### src/rtl/amm2ahb_pkg.sv
// Shared AHB-Lite / Avalon-MM encodings and the byteenable decode result type for amm2ahb.
package amm2ahb_pkg;

  typedef enum logic [1:0] {
    HtransIdle   = 2'b00,
    HtransBusy   = 2'b01,
    HtransNonseq = 2'b10,
    HtransSeq    = 2'b11
  } htrans_e;

  typedef enum logic [1:0] {
    HsizeByte = 2'b00,
    HsizeHalf = 2'b01,
    HsizeWord = 2'b10
  } hsize_e;

  localparam logic [2:0] HburstSingle = 3'b000;

  // 01 is reserved on Avalon-MM
  typedef enum logic [1:0] {
    AmmRespOkay        = 2'b00,
    AmmRespSlverr      = 2'b10,
    AmmRespDecodeerror = 2'b11
  } amm_resp_e;

  typedef struct packed {
    logic       legal;
    logic [1:0] hsize;
    logic [1:0] offset;
  } be_dec_t;

endpackage

### src/rtl/amm2ahb_if.sv
// Avalon-MM slave + AHB-Lite master signal bundle for amm2ahb.
// amm_response exists only when AMM2AHB_RESPONSE_EN is defined.
interface amm2ahb_if;
  logic [31:0] amm_address;
  logic [31:0] amm_writedata;
  logic [3:0]  amm_byteenable;
  logic        amm_write;
  logic        amm_read;
  logic [31:0] amm_readdata;
  logic        amm_waitrequest;
`ifdef AMM2AHB_RESPONSE_EN
  logic [1:0]  amm_response;
`endif

  logic [31:0] m_haddr;
  logic [1:0]  m_hsize;
  logic [2:0]  m_hburst;
  logic [3:0]  m_hprot;
  logic [1:0]  m_htrans;
  logic [31:0] m_hwdata;
  logic        m_hlock;
  logic        m_hwrite;
  logic [31:0] m_hrdata;
  logic        m_hresp;
  logic        m_hready;

`ifdef AMM2AHB_RESPONSE_EN
  // Bridge side: Avalon slave toward the host, AHB master toward the bus
  modport slave (
    input  amm_address, amm_writedata, amm_byteenable, amm_write, amm_read,
    input  m_hrdata, m_hresp, m_hready,
    output amm_readdata, amm_waitrequest, amm_response,
    output m_haddr, m_hsize, m_hburst, m_hprot, m_htrans, m_hwdata, m_hlock, m_hwrite
  );
  modport master (
    output amm_address, amm_writedata, amm_byteenable, amm_write, amm_read,
    output m_hrdata, m_hresp, m_hready,
    input  amm_readdata, amm_waitrequest, amm_response,
    input  m_haddr, m_hsize, m_hburst, m_hprot, m_htrans, m_hwdata, m_hlock, m_hwrite
  );
`else
  modport slave (
    input  amm_address, amm_writedata, amm_byteenable, amm_write, amm_read,
    input  m_hrdata, m_hresp, m_hready,
    output amm_readdata, amm_waitrequest,
    output m_haddr, m_hsize, m_hburst, m_hprot, m_htrans, m_hwdata, m_hlock, m_hwrite
  );
  modport master (
    output amm_address, amm_writedata, amm_byteenable, amm_write, amm_read,
    output m_hrdata, m_hresp, m_hready,
    input  amm_readdata, amm_waitrequest,
    input  m_haddr, m_hsize, m_hburst, m_hprot, m_htrans, m_hwdata, m_hlock, m_hwrite
  );
`endif
endinterface

### src/rtl/amm2ahb_be_decode.sv
// Combinational Avalon byteenable -> {legal, AHB hsize, haddr[1:0]} decode.
module amm2ahb_be_decode
  import amm2ahb_pkg::*;
(
  input  logic [3:0] byteenable_i,
  output be_dec_t    dec_o
);

  always_comb begin
    dec_o.legal  = 1'b0;
    dec_o.hsize  = HsizeByte;
    dec_o.offset = 2'b00;
    case (byteenable_i)
      4'b1111: begin
        dec_o.legal = 1'b1;
        dec_o.hsize = HsizeWord;
      end
      4'b0011: begin
        dec_o.legal = 1'b1;
        dec_o.hsize = HsizeHalf;
      end
      4'b1100: begin
        dec_o.legal  = 1'b1;
        dec_o.hsize  = HsizeHalf;
        dec_o.offset = 2'b10;
      end
      4'b0001: dec_o.legal = 1'b1;
      4'b0010: begin
        dec_o.legal  = 1'b1;
        dec_o.offset = 2'b01;
      end
      4'b0100: begin
        dec_o.legal  = 1'b1;
        dec_o.offset = 2'b10;
      end
      4'b1000: begin
        dec_o.legal  = 1'b1;
        dec_o.offset = 2'b11;
      end
      default: dec_o.legal = 1'b0;
    endcase
  end

endmodule

### src/rtl/amm2ahb.sv
// Avalon-MM slave to AHB-Lite master bridge: one Avalon access -> one SINGLE AHB transfer.
// Define AMM2AHB_RESPONSE_EN to expose amm_response (OKAY/SLVERR/DECODEERROR).
module amm2ahb
  import amm2ahb_pkg::*;
#(
  parameter logic [3:0] HPROT_VAL = 4'b0011
) (
  input logic      hclk,
  input logic      reset,
  amm2ahb_if.slave bus
);

  typedef enum logic [1:0] {StIdle, StAddr, StData, StDone} state_e;

  state_e      state_q, state_d;
  logic [1:0]  htrans_q, htrans_d;
  logic [31:0] haddr_q, haddr_d;
  logic [1:0]  hsize_q, hsize_d;
  logic        hwrite_q, hwrite_d;
  logic [31:0] hwdata_q, hwdata_d;
  logic [31:0] wdata_q, wdata_d;
  logic [31:0] readdata_q, readdata_d;
  logic        waitrequest_q, waitrequest_d;
  logic [1:0]  response_q, response_d;

  be_dec_t dec;
  logic    req;
  logic    unused_addr_lsb;

  amm2ahb_be_decode u_be_decode (
    .byteenable_i (bus.amm_byteenable),
    .dec_o        (dec)
  );

  assign req             = bus.amm_read | bus.amm_write;
  // Low address bits come from the byteenable decode instead
  assign unused_addr_lsb = ^bus.amm_address[1:0];

  always_comb begin
    state_d       = state_q;
    htrans_d      = htrans_q;
    haddr_d       = haddr_q;
    hsize_d       = hsize_q;
    hwrite_d      = hwrite_q;
    hwdata_d      = hwdata_q;
    wdata_d       = wdata_q;
    readdata_d    = readdata_q;
    waitrequest_d = waitrequest_q;
    response_d    = response_q;

    unique case (state_q)
      StIdle: begin
        if (req) begin
          if (dec.legal) begin
            haddr_d  = {bus.amm_address[31:2], dec.offset};
            hsize_d  = dec.hsize;
            hwrite_d = bus.amm_write;
            wdata_d  = bus.amm_writedata;
            htrans_d = HtransNonseq;
            state_d  = StAddr;
          end else begin
            readdata_d = '0;
            response_d = AmmRespDecodeerror;
            state_d    = StDone;
          end
        end
      end
      StAddr: begin
        if (bus.m_hready) begin
          htrans_d = HtransIdle;
          hwdata_d = wdata_q;
          state_d  = StData;
        end
      end
      StData: begin
        // htrans is already IDLE here, so an ERROR response needs no cancel
        if (bus.m_hready) begin
          readdata_d    = (hwrite_q || bus.m_hresp) ? '0 : bus.m_hrdata;
          response_d    = bus.m_hresp ? AmmRespSlverr : AmmRespOkay;
          waitrequest_d = 1'b0;
          state_d       = StDone;
        end
      end
      StDone: begin
        // A rejected request arrives with waitrequest still high and drops it here first
        if (waitrequest_q) begin
          waitrequest_d = 1'b0;
        end else begin
          waitrequest_d = 1'b1;
          readdata_d    = '0;
          response_d    = AmmRespOkay;
          state_d       = StIdle;
        end
      end
      default: state_d = StIdle;
    endcase
  end

  always_ff @(posedge hclk) begin
    if (reset) begin
      state_q       <= StIdle;
      htrans_q      <= HtransIdle;
      haddr_q       <= '0;
      hsize_q       <= '0;
      hwrite_q      <= 1'b0;
      hwdata_q      <= '0;
      wdata_q       <= '0;
      readdata_q    <= '0;
      waitrequest_q <= 1'b1;
      response_q    <= AmmRespOkay;
    end else begin
      state_q       <= state_d;
      htrans_q      <= htrans_d;
      haddr_q       <= haddr_d;
      hsize_q       <= hsize_d;
      hwrite_q      <= hwrite_d;
      hwdata_q      <= hwdata_d;
      wdata_q       <= wdata_d;
      readdata_q    <= readdata_d;
      waitrequest_q <= waitrequest_d;
      response_q    <= response_d;
    end
  end

  assign bus.m_htrans        = htrans_q;
  assign bus.m_haddr         = haddr_q;
  assign bus.m_hsize         = hsize_q;
  assign bus.m_hwrite        = hwrite_q;
  assign bus.m_hwdata        = hwdata_q;
  assign bus.m_hburst        = HburstSingle;
  assign bus.m_hlock         = 1'b0;
  assign bus.m_hprot         = HPROT_VAL;
  assign bus.amm_readdata    = readdata_q;
  assign bus.amm_waitrequest = waitrequest_q;

`ifdef AMM2AHB_RESPONSE_EN
  assign bus.amm_response = response_q;
`else
  logic unused_response;
  assign unused_response = ^response_q;
`endif

endmodule

### src/flat_wrapper.sv
// flat-port wrapper written by rule: the top's interface ports become plain ports
module amm2ahb_flat import amm2ahb_pkg::*;
#(
  parameter logic [3:0] HPROT_VAL = 4'b0011
)
  (hclk, reset, bus_amm_address, bus_amm_writedata, bus_amm_byteenable, bus_amm_write, bus_amm_read, bus_m_hrdata, bus_m_hresp, bus_m_hready, bus_amm_readdata, bus_amm_waitrequest, bus_m_haddr, bus_m_hsize, bus_m_hburst, bus_m_hprot, bus_m_htrans, bus_m_hwdata, bus_m_hlock, bus_m_hwrite);
  amm2ahb_if bus_i ();
  input logic hclk;
  input logic reset;
  input wire logic [$bits(bus_i.amm_address)-1:0] bus_amm_address;
  input wire logic [$bits(bus_i.amm_writedata)-1:0] bus_amm_writedata;
  input wire logic [$bits(bus_i.amm_byteenable)-1:0] bus_amm_byteenable;
  input wire logic [$bits(bus_i.amm_write)-1:0] bus_amm_write;
  input wire logic [$bits(bus_i.amm_read)-1:0] bus_amm_read;
  input wire logic [$bits(bus_i.m_hrdata)-1:0] bus_m_hrdata;
  input wire logic [$bits(bus_i.m_hresp)-1:0] bus_m_hresp;
  input wire logic [$bits(bus_i.m_hready)-1:0] bus_m_hready;
  output wire logic [$bits(bus_i.amm_readdata)-1:0] bus_amm_readdata;
  output wire logic [$bits(bus_i.amm_waitrequest)-1:0] bus_amm_waitrequest;
  output wire logic [$bits(bus_i.m_haddr)-1:0] bus_m_haddr;
  output wire logic [$bits(bus_i.m_hsize)-1:0] bus_m_hsize;
  output wire logic [$bits(bus_i.m_hburst)-1:0] bus_m_hburst;
  output wire logic [$bits(bus_i.m_hprot)-1:0] bus_m_hprot;
  output wire logic [$bits(bus_i.m_htrans)-1:0] bus_m_htrans;
  output wire logic [$bits(bus_i.m_hwdata)-1:0] bus_m_hwdata;
  output wire logic [$bits(bus_i.m_hlock)-1:0] bus_m_hlock;
  output wire logic [$bits(bus_i.m_hwrite)-1:0] bus_m_hwrite;
  assign bus_i.amm_address = bus_amm_address;
  assign bus_i.amm_writedata = bus_amm_writedata;
  assign bus_i.amm_byteenable = bus_amm_byteenable;
  assign bus_i.amm_write = bus_amm_write;
  assign bus_i.amm_read = bus_amm_read;
  assign bus_i.m_hrdata = bus_m_hrdata;
  assign bus_i.m_hresp = bus_m_hresp;
  assign bus_i.m_hready = bus_m_hready;
  assign bus_amm_readdata = bus_i.amm_readdata;
  assign bus_amm_waitrequest = bus_i.amm_waitrequest;
  assign bus_m_haddr = bus_i.m_haddr;
  assign bus_m_hsize = bus_i.m_hsize;
  assign bus_m_hburst = bus_i.m_hburst;
  assign bus_m_hprot = bus_i.m_hprot;
  assign bus_m_htrans = bus_i.m_htrans;
  assign bus_m_hwdata = bus_i.m_hwdata;
  assign bus_m_hlock = bus_i.m_hlock;
  assign bus_m_hwrite = bus_i.m_hwrite;
  amm2ahb #(.HPROT_VAL(HPROT_VAL)) u_core (.hclk(hclk), .reset(reset), .bus(bus_i));
endmodule
### config.mk
export PLATFORM = sky130hd
export DESIGN_NAME = amm2ahb_flat
export DESIGN_NICKNAME = d
export VERILOG_FILES = /design/src/rtl/amm2ahb_pkg.sv /design/src/rtl/amm2ahb_if.sv /design/src/rtl/amm2ahb_be_decode.sv /design/src/rtl/amm2ahb.sv /design/src/flat_wrapper.sv
export SDC_FILE = /design/constraint.sdc
export NUM_CORES = 1
export LEC_CHECK = 0
export CAP_MARGIN = 0
export CORE_MARGIN = 4
export CORE_UTILIZATION = 43
export DETAILED_ROUTE_END_ITERATION = 16
export PLACE_DENSITY = 0.82
export SLEW_MARGIN = 20
export SYNTH_ARGS = -nofsm -noshare
export SYNTH_HDL_FRONTEND = slang
export SYNTH_SLANG_ARGS = --single-unit
export TNS_END_PERCENT = 1
### constraint.sdc
create_clock -name hclk -period 2.4 [get_ports hclk]
set_input_delay 0.6 -clock hclk [delete_from_list [all_inputs] [get_ports hclk]]
set_output_delay 0.6 -clock hclk [all_outputs]
set_load 0.02 [all_outputs]
# Yosys cells after proc, flatten, opt, wreduce, memory -nomap -nowiden
# Index checks and enable logic that the tools add are counted.
# op_classes
reduce_logical	14
bitwise_logic	1
eq_ne	16
muxes	22
# op_table
op	n
$mux 32	5
$pmux 32 s3	1
$mux 2	8
$eq 4x4->1 const B	3
$eq 4x2->1 const B	2
$ne 2x2->1 const B	4
$pmux 2 s2	2
$pmux 2 s4	1
$reduce_and 4->1	2
$reduce_or 7->1	1
$pmux 2 s3	1
$reduce_and 5->1	1
$eq 2x2->1 const B	2
$eq 4x1->1 const B	1
$eq 4x3->1 const B	1
$ne 2x1->1 const B	2
$reduce_and 2->1	2
$reduce_bool 2->1	2
$reduce_or 2->1	2
$mux 1	3
$reduce_and 3->1	1
$reduce_bool 3->1	1
$eq 2x1->1 const B	1
$logic_not 2->1	1
3 further kinds	3
# totals
wordCells	62
input_bits	106
output_inout_bits	110
regBits	136

# Longest topological paths before layout
# logic_depth
depth_word	6
ltp_mapped	8
ltp_nobuf	7

# Modules after synthesis
# From an unflattened synthesis, not the netlist that was laid out.
# hier_totals
cells_unflattened	627
hier_area_um2	5154.9
# modules_own_cells
module	seq_area_each_um2	cells_each	instances	area_per_inst_um2
amm2ahb	2702.6	616	1	5091.1
amm2ahb_be_decode	0.0	11	1	63.8

# Worst setup path before layout
# No wires, ideal clock.
# synth_timing
path_type	flip-flop to flip-flop
start	reg u_core.state_q[0]
end	reg u_core.readdata_q[0] (netlist: u_core.bus.amm_readdata[0])
synth_period_minus_slack_ps	1914
required_time_ps	2308
setup_ps	92
stages_incl_launch_ff	9
t_arrival_ps	1821
n_path_buf	1
setup_slack_ps	486
path_cell_list	dfxtp_1 -> inv_1 -> ha_1 -> nor2b_1 -> a221o_1 -> nor2_1 -> clkbuf_1 -> nand3_1 -> o32ai_1
# synth_between
elab_chain_cells	3
word_cells_on_any_way	10
cone_classes	eq/ne: 6; mux: 1; reduce/logical: 3
# synth_rtl
element	line	text
start, declared	amm2ahb.sv:15	state_e state_q, state_d;
start signal, assigned	amm2ahb.sv:101	state_q <= StIdle;
start signal, assigned	amm2ahb.sv:112	state_q <= state_d;
$eq 2x2->1, or another cell as far along	amm2ahb.sv:51	unique case (state_q)
$ne 2x2->1 (no line), or another cell as far along	n/a	
$reduce_and 5->1 (no line)	n/a	
end signal, assigned	amm2ahb.sv:119	readdata_q <= readdata_d;
end, declared	amm2ahb.sv:22	logic [31:0] readdata_q, readdata_d;
# Parallel ways exist; a longest one is shown, timed or not.
# A chain may end at the register's enable or synchronous reset.

# Worst setup path in the final report
# layout_timing
start	reg u_core.state_q[0]
end	reg u_core.state_q[1]
# layout_between
elab_chain_cells	3
word_cells_on_any_way	10
cone_classes	eq/ne: 7; mux: 1; reduce/logical: 2
# layout_rtl
element	line
$eq 2x2->1, or another cell as far along	amm2ahb.sv:51
$ne 2x2->1 (no line) / $ne 2x1->1 (equally long branches)	n/a
$reduce_and 4->1 (no line)	n/a
# Parallel ways exist; a longest one is shown, timed or not.

==> results.cfg <==
[die]
initial_core_util_pct = 44.4
die_height_microns = 117
fp.dieW_microns = 117
core_area_sq_um = 11500
rows = 39
ios = 216
dieArea_sq_um = 13700

[placement]
dp.final_hpwl_microns = 10500
place_ws_ns = -0.0823
routabilityCongestion = 0.802
portBuffers = 204

[cts]
cts_buffers = 17
post_cts_buffers = 0
clock_latency_ns = 0.41
cts_hold_buf = 0
cts_tree = yes
cts-root-buf = clkbuf_16
clk_pin_slew_worst_paths_ns = 0.06
cts_max_level = 4
ctsResizeCount = 0
numClockSinks = 135
clockBufferDepth = 2

[global_routing]
grt_pass1_vias = 4993
grt-ovfl-total = 0
antenna_found_initial = 0
grt.total_usage_pct = 21.9
grt_pass1_wl_microns = 23500
grt_max_degree = 66

[routing]
drc_errors = 0
wl_microns = 15400
drt-initial-drc-count = 411
firstDrtPassIters = 5
ant_nets = 0
wl_per_cell_microns = 15.7
num_vias = 5050
via_per_inst = 5.16

[yosys]
ys_warn_count = 0
synthCells = 633
synth_area_sq_um = 5120
yosysUniqueCellTypes = 36
yosysTopAreaCellShare_pct = 52.8
syn_area_per_cell_sq_um = 8.09
synth_edf_count = 0
async_flop_share_pct = 0
yosys-top-cells-area = dfxtp_1 (53%), nand2_1 (14%), a21oi_1 (9.8%), o32ai_1 (5.5%), nand3_1 (3.2%)
yosysTopAreaCell = dfxtp_1
synth_ff_type = dfxtp_1
ys_ff_latch = 135
ys_seq_area_share_pct = 52.8

[layout]
drive_above_1_share_pct = 6.58
nNetsFinal = 935
num_antenna_cells = 0
fill_cells = 935
syn_to_final_growth_pct = 53.8

[job]
maxCapViolations = 0

[timing]
timing.fmax_ghz = 0.473
layout_setup_ws_ns = 0.287
post-route-period-util_pct = 88.0
holdWs_ns = 0.443
finalSetupViolCount = 0
drv_slew = 0
hold_viol = 0
min_period_ns = 2.11
rsz0062_at_grt = false
clock_skew_ns = 0.00742

[worst_setup_path]
cp.required_ns = 2.67
critPathMaxFanout = 4
setup.worst_path.end_class = flop
worstSetupPathType = reg2reg
start_kind = flop
cp.arrival_ns = 2.38

[pwr]
powerDensity_nw_per_um2 = 897
power.leakage_nw = 2.73
ir_drop_mv = 0.757

[status]
status = complete, no violations

[worst_hold_path]
hold_class = reg2reg
## final timing paths
path | startpoint | end | slack (ns) | cells past startpoint
min | u_core.wdata_q[25]$_SDFFE_PP0P_ | u_core.bus.m_hwdata[25]$_SDFFE_PP0P_ | 0.44 | 2
max | u_core.state_q[0]$_SDFFE_PP0P_ | u_core.state_q[1]$_SDFFE_PP0P_ | 0.29 | 7
min reg2reg | u_core.wdata_q[25]$_SDFFE_PP0P_ | u_core.bus.m_hwdata[25]$_SDFFE_PP0P_ | 0.44 | 2
max reg2reg | u_core.state_q[0]$_SDFFE_PP0P_ | u_core.state_q[1]$_SDFFE_PP0P_ | 0.29 | 7
## state kept, by name, summed over array words and instances, names as in the netlist
| register | flops |
|---|---|
| u_core.state_q | 2 |
| u_core.bus.m_haddr | 32 |
| u_core.bus.amm_readdata | 32 |
| u_core.bus.m_hsize | 2 |
| u_core.bus.m_htrans | 1 |
| u_core.bus.m_hwrite | 1 |
| u_core.bus.m_hwdata | 32 |
| u_core.bus.amm_waitrequest | 1 |
| u_core.wdata_q | 32 |
## where the power goes
group / switching, mW / internal [mW]
clock network: 0.909 / 1.48
logic: 1.21 / 0.849
registers: 0.135 / 2.49
total: 2.25 / 4.81
## logic make-up after synthesis
kind of cell / synth area share [%]
buffers and inverters: 7.70
xor gates and xnor gates: 0.171
and+or+nand+nor: 20.2
other: 0.147
AOI/OAI and AO/OA: 17.1
DFF: 52.8
muxes: 0.391
adders and majority gates: 1.47
## area by class of cell
cell class	instances	area [sq um]	share of cell area, %
flip-flops and latches	135	2700	34.3
repair buffers	221	2230	28.3
inverters	35	131	1.67
multi-input cells	413	2070	26.3
clock buffers	25	515	6.55
well taps	143	179	2.27
clock inverters	7	42.5	0.540
## layer usage
layer  global-route usage, %  vias up  routed length, microns
met3                    6.02       34                     812
met1                    23.9     2386                    5930
met5                       0        -                       0
li1                        -     2466                       -
met2                    39.1      164                    8210
met4                    10.9        0                     433
## critical path: stages, from the launching register on
cell and delay (ns):
dfxtp_1 0.40, inv_1 0.12, ha_1 0.27, nor2b_1 0.17
a221o_1 0.35, a21o_1 0.24, a211oi_1 0.33, a211oi_1 0.10
## synthesized netlist by cell type, types with 2 or more instances
cell type	count
nand2_1	197
conb_1	2
buf_2	12
buf_4	9
ha_1	6
and2_1	2
nor2b_1	3
nand3_1	33
a211oi_1	3
o21ai_0	2
clkbuf_1	32
a21oi_1	100
buf_1	4
o32ai_1	32
nor3_1	2
inv_1	35
mux2i_1	2
dfxtp_1	135
nor2_1	5
## metrics by stage
step / setup TNS [ns] / total power, mW / area [sq um] / cells / util, %
floorplan: 0 / 3.79 / 5140 / 640 / -
global placement: 0 / 4.62 / 7320 / 947 / 63.5
detailed placement: -2.03 / 4.70 / 7320 / 947 / 63.5
CTS: 0 / 7.10 / 7880 / 979 / 68.4
global route: 0 / 7.41 / 7880 / 979 / 68.4
finish: 0 / 7.06 / 7880 / 979 / 68.4
## cell usage in the layout (no fill, tap or decap), types with 5 or more instances in the layout
| cell | Yosys | layout |
|---|---|---|
| nand3_1 | 33 | 33 |
| a21oi_1 | 100 | 100 |
| clkbuf_16 | 0 | 17 |
| conb_1 | 2 | 9 |
| clkdlybuf4s50_1 | 0 | 203 |
| clkbuf_8 | 0 | 6 |
| dfxtp_1 | 135 | 135 |
| inv_1 | 35 | 35 |
| ha_1 | 6 | 6 |
| buf_4 | 9 | 13 |
| o32ai_1 | 32 | 32 |
| buf_12 | 0 | 5 |
| nand2_1 | 197 | 197 |
Note: power is estimated with default switching activity, not from simulation.
